$ cat src/rtl/multicycle_ctrl.sv
// Multi-cycle FETCH/DECODE/EXEC/MEM/WB sequencer for the RV32 subset core.
// Optional performance counters are built only when PERF_COUNTER_EN is defined.
module multicycle_ctrl #(
  parameter int MEM_TIMEOUT = 16,
  parameter int CNT_W       = 32
) (
  input  logic             clk,
  input  logic             reset,
  input  logic             run,
  input  logic             dec_mem_read,
  input  logic             dec_mem_write,
  input  logic             dec_reg_write,
  input  logic             dec_branch,
  input  logic             alu_zero,
  input  logic             mem_ack,
  output logic             mem_req,
  output logic             mem_we,
  output logic             iord,
  output logic             ir_we,
  output logic             mdr_we,
  output logic             rf_we,
  output logic             wb_sel,
  output logic             pc_we,
  output logic             pc_src,
  output logic             fault,
  output logic [2:0]       state_o,
  output logic [CNT_W-1:0] cycle_cnt,
  output logic [CNT_W-1:0] instret_cnt
);

  localparam logic [2:0] S_IDLE   = 3'd0;
  localparam logic [2:0] S_FETCH  = 3'd1;
  localparam logic [2:0] S_DECODE = 3'd2;
  localparam logic [2:0] S_EXEC   = 3'd3;
  localparam logic [2:0] S_MEM    = 3'd4;
  localparam logic [2:0] S_WB     = 3'd5;
  localparam logic [2:0] S_FAULT  = 3'd7;

  localparam int WAIT_W = (MEM_TIMEOUT > 2) ? $clog2(MEM_TIMEOUT) : 1;
  localparam logic [WAIT_W-1:0] WAIT_LAST = WAIT_W'(MEM_TIMEOUT - 1);

  logic [2:0]        state;
  logic [2:0]        next_state;
  logic [2:0]        after_retire;
  logic [WAIT_W-1:0] wait_cnt;
  logic              f_load;
  logic              f_store;
  logic              f_regw;
  logic              f_branch;
  logic              timed_out;

  assign after_retire = run ? S_FETCH : S_IDLE;
  assign timed_out    = !mem_ack && (wait_cnt == WAIT_LAST);

  // Store wins over load when both flags are set, so MEM only heads to WB for a pure load.
  always_comb begin
    next_state = state;
    case (state)
      S_IDLE:   if (run) next_state = S_FETCH;
      S_FETCH: begin
        if (mem_ack)        next_state = S_DECODE;
        else if (timed_out) next_state = S_FAULT;
      end
      S_DECODE: next_state = S_EXEC;
      S_EXEC: begin
        if (f_branch)                next_state = after_retire;
        else if (f_load || f_store)  next_state = S_MEM;
        else if (f_regw)             next_state = S_WB;
        else                         next_state = after_retire;
      end
      S_MEM: begin
        if (mem_ack)        next_state = f_store ? after_retire : S_WB;
        else if (timed_out) next_state = S_FAULT;
      end
      S_WB:     next_state = after_retire;
      S_FAULT:  next_state = S_FAULT;
      default:  next_state = S_IDLE;
    endcase
  end

  always_ff @(posedge clk) begin
    if (reset) begin
      state    <= S_IDLE;
      wait_cnt <= '0;
      f_load   <= 1'b0;
      f_store  <= 1'b0;
      f_regw   <= 1'b0;
      f_branch <= 1'b0;
    end else begin
      state <= next_state;
      if ((next_state == S_FETCH || next_state == S_MEM) && next_state != state)
        wait_cnt <= '0;
      else if ((state == S_FETCH || state == S_MEM) && !mem_ack)
        wait_cnt <= wait_cnt + 1'b1;
      if (state == S_DECODE) begin
        f_load   <= dec_mem_read;
        f_store  <= dec_mem_write;
        f_regw   <= dec_reg_write;
        f_branch <= dec_branch;
      end
    end
  end

  // Only the ack-cycle pulses (ir_we, mdr_we, MEM pc_we) look at mem_ack directly.
  always_comb begin
    mem_req = 1'b0;
    mem_we  = 1'b0;
    iord    = 1'b0;
    ir_we   = 1'b0;
    mdr_we  = 1'b0;
    rf_we   = 1'b0;
    wb_sel  = 1'b0;
    pc_we   = 1'b0;
    pc_src  = 1'b0;
    fault   = 1'b0;
    case (state)
      S_FETCH: begin
        mem_req = 1'b1;
        ir_we   = mem_ack;
      end
      S_EXEC: begin
        if (f_branch) begin
          pc_we  = 1'b1;
          pc_src = alu_zero;
        end else if (!(f_load || f_store || f_regw)) begin
          pc_we = 1'b1;
        end
      end
      S_MEM: begin
        mem_req = 1'b1;
        iord    = 1'b1;
        mem_we  = f_store;
        pc_we   = mem_ack && f_store;
        mdr_we  = mem_ack && !f_store;
      end
      S_WB: begin
        rf_we  = 1'b1;
        wb_sel = f_load && !f_store;
        pc_we  = 1'b1;
      end
      S_FAULT:  fault = 1'b1;
      default: ;
    endcase
  end

  assign state_o = state;

`ifdef PERF_COUNTER_EN
  logic [CNT_W-1:0] cyc_q;
  logic [CNT_W-1:0] ret_q;

  always_ff @(posedge clk) begin
    if (reset) begin
      cyc_q <= '0;
      ret_q <= '0;
    end else begin
      cyc_q <= cyc_q + 1'b1;
      if (pc_we) ret_q <= ret_q + 1'b1;
    end
  end

  assign cycle_cnt   = cyc_q;
  assign instret_cnt = ret_q;
`else
  assign cycle_cnt   = '0;
  assign instret_cnt = '0;
`endif

endmodule

$ cat config.mk
export PLATFORM = sky130hd
export DESIGN_NAME = multicycle_ctrl
export DESIGN_NICKNAME = d
export VERILOG_FILES = /design/src/rtl/multicycle_ctrl.sv
export SDC_FILE = /design/constraint.sdc
export NUM_CORES = 1
export LEC_CHECK = 0
export ABC_AREA = 1
export CORE_ASPECT_RATIO = 1.5
export CORE_UTILIZATION = 30
export CTS_CLUSTER_SIZE = 16
export DETAILED_ROUTE_END_ITERATION = 16
export PLACE_DENSITY = 0.71
export SLEW_MARGIN = 30
export SYNTH_ARGS = -nofsm -noshare
export SYNTH_HDL_FRONTEND = slang
export SYNTH_SLANG_ARGS = --single-unit
$ cat constraint.sdc
create_clock -name clk -period 2 [get_ports clk]
set_clock_uncertainty 0.15 [all_clocks]
set_input_delay 0.4 -clock clk [delete_from_list [all_inputs] [get_ports clk]]
set_output_delay 0.4 -clock clk [all_outputs]
set_load 0.02 [all_outputs]
==> results_dict.tcl <==
set metrics [dict create \
    status "complete, no violations" \
    cp_cell_sequence "clkdlybuf4s50_1 > inv_1 > nor3_1 > buf_4" \
    synth_top_area_share_pct 39.1 \
    grt_pass1_wl_mm 3.46 \
    synth_top_cell_by_area "buf_4" \
    p_comb_share_pct 39.0 \
    hold_path_class "reg2reg" \
    start_util_pct 31.3 \
    layout_common_cells "conb_1 (64), nand2_1 (19), nor2_1 (17), buf_4 (17), inv_1 (16)" \
    fin_nets 228 \
    cap_violations 0 \
    overflow 0 \
    ios 86 \
    yosysSeqAreaShare_pct 17.9 \
    drt_drc_violations_left 0 \
    p_clk_share_pct 29.0 \
    vdd_drop_max_mv 0.260 \
    first_pass_iters 4 \
    period_share_pct 99.5 \
    path_class "in2out" \
    core_area_um2 3920 \
    critPathCaptureType "output port" \
    cts_buffer_depth 2 \
    tns_ns 0 \
    ys_types 26 \
    grt_max_degree 11 \
    num-fill-cells 435 \
    maxSlewViolCount 0 \
    synth_area_um2 1230 \
    power_density_nw_per_um2 554 \
    cp_slowest_cell "clkdlybuf4s50_1" \
    rsz0062_at_grt "true" \
    via_per_inst 3.96 \
    arrival_ns 1.44 \
    drive_gt1_share_pct 16.6 \
    clkLatencyLatePin_ns 0.24 \
    io_buffers 21 \
    multiInputGateArea_um2 683 \
    finalWirelength_mm 2.19 \
    critPathBufInv 3 \
    p_int_mw 0.460 \
    diodes 0 \
    synth_seq_cells 11 \
    finalCriticalPeriod_ns 1.99 \
    antenna_found_initial 0 \
    crit_family "buffers and inverters" \
    wl_per_cell_um 8.37 \
    fp.dieW_um 54.2 \
    fmax_mhz 502 \
    p_switching_mw 0.309 \
    cts_tree "built" \
    reg2reg_setup_slack_ns 0.33 \
    cts_setup_buffers 0 \
    leakage_nw 0.788 \
    row_count 28 \
    path_clk_slew_ns 0.05 \
    dp_hpwl_mm 1.84 \
    finish.utilization_pct 35.4 \
    clockRootBuffer "clkbuf_8" \
    synthCells 178 \
    crit_fanout 5 \
    start_kind "input port" \
    seqPwrFrac_pct 32.0 \
    ant_nets 0 \
    drtIter0Drc 23 \
    finalSetupViolations 0 \
    yosysWarnings 0 \
    cts_buffers 3 \
    slowest_delay_ns 0.53 \
    swShare_pct 40.2 \
    synth_area_leaders "buf_4 (39%), dfxtp_1 (18%), nand2_1 (5.8%)" \
    hold_viol_final 0 \
    required_ns 1.45 \
    final_common_cell "conb_1" \
    grt_pass1_vias 859 \
    track_usage_pct 10.8 \
    regArea_um2 221 \
    vias 1037 \
    area.growth.synth_to_final_pct 13.0 \
    clkSinkCount 11 \
    syn_avg_cell_area_um2 6.90 \
    die_area_um2 4360 \
    place_congestion 0.924 \
    htree_levels 1 \
    die_height_um 80.3 \
]
tightest hold or removal path, stage by stage (launching register included):
cell and delay, ns:
dfxtp_1 0.31, inv_1 0.06, a21oi_1 0.06
synthesized netlist by cell type, drive strengths merged:
library cell	number
a31oi	1
a21oi	5
ha	1
buf	65
xor2	1
inv	19
nor3	2
nand4	4
nand2	23
conb	1
dfxtp	11
and3	1
nand3	14
o211ai	2
nor2	19
xnor2	2
o21ai	7
sequential cells by signal (all words and copies together), names as in the netlist:
name / cells
f_branch: 1
f_load: 1
f_regw: 1
f_store: 1
state_o: 3
wait_cnt: 4
metal layers:
metal  wire, µm  global-route usage [%]
met5          0                       0
met2       1170                    20.4
met4         59                    6.92
met3        219                    2.84
met1        744                    9.26
stage by stage:
stage	instances	cell area, µm²	setup slack [ns]	hold WS, ns	power (mW)
after floorplan	241	1460	0.167	0.294	0.565
after global placement	258	1360	-0.490	0.310	0.551
after detailed placement	258	1360	-0.428	0.313	0.552
after CTS	262	1380	0.00190	0.320	0.773
after global routing	262	1390	-0.0341	0.363	0.815
final	262	1390	0.00962	0.325	0.769
cell type report:
cell class	instances	area share (%)
Clock buffer	4	3.25
Inverter	19	5.14
Multi-Input combinational cell	146	49.2
Sequential cell	11	16.0
Tap cell	45	4.06
Timing Repair Buffer	37	22.4
power by group through the flow:
| stage | clock [mW] | sequential, mW | combinational, mW |
|---|---|---|---|
| after floorplan | 0 | 0.255 | 0.310 |
| after global placement | 0 | 0.250 | 0.300 |
| after detailed placement | 0 | 0.250 | 0.302 |
| after CTS | 0.227 | 0.246 | 0.299 |
| after global routing | 0.237 | 0.248 | 0.330 |
| final | 0.223 | 0.246 | 0.300 |
repair_timing:
action,4_1_cts,5_1_grt
endpoints found under the setup margin,10,3
resized for setup,23,2
hold buffers,0,0
path summary, 6_finish.rpt:
path                          from                  endpoint  cells after the start
max                        mem_ack                    mdr_we                      4
min            f_regw$_SDFFE_PP0P_       f_regw$_SDFFE_PP0P_                      2
max reg2reg  state_o[2]$_SDFF_PP0_  wait_cnt[1]$_SDFFE_PP0P_                     11
min reg2reg    f_regw$_SDFFE_PP0P_       f_regw$_SDFFE_PP0P_                      2
logic make-up (layout without fill, tap and decap cells):
kind of cell | after synthesis | after routing | share of synthesized area [%]
flip-flops | 11 | 11 | 17.9
buffers and inverters | 84 | 60 | 45.9
AO/OA/AOI/OAI | 15 | 15 | 6.63
XOR/XNOR | 3 | 3 | 2.14
AND/OR/NAND/NOR | 63 | 63 | 26.1
other | 1 | 64 | 0.306
adder cells (fa/ha/maj) | 1 | 1 | 1.02
(Power assumes the default switching activity.)
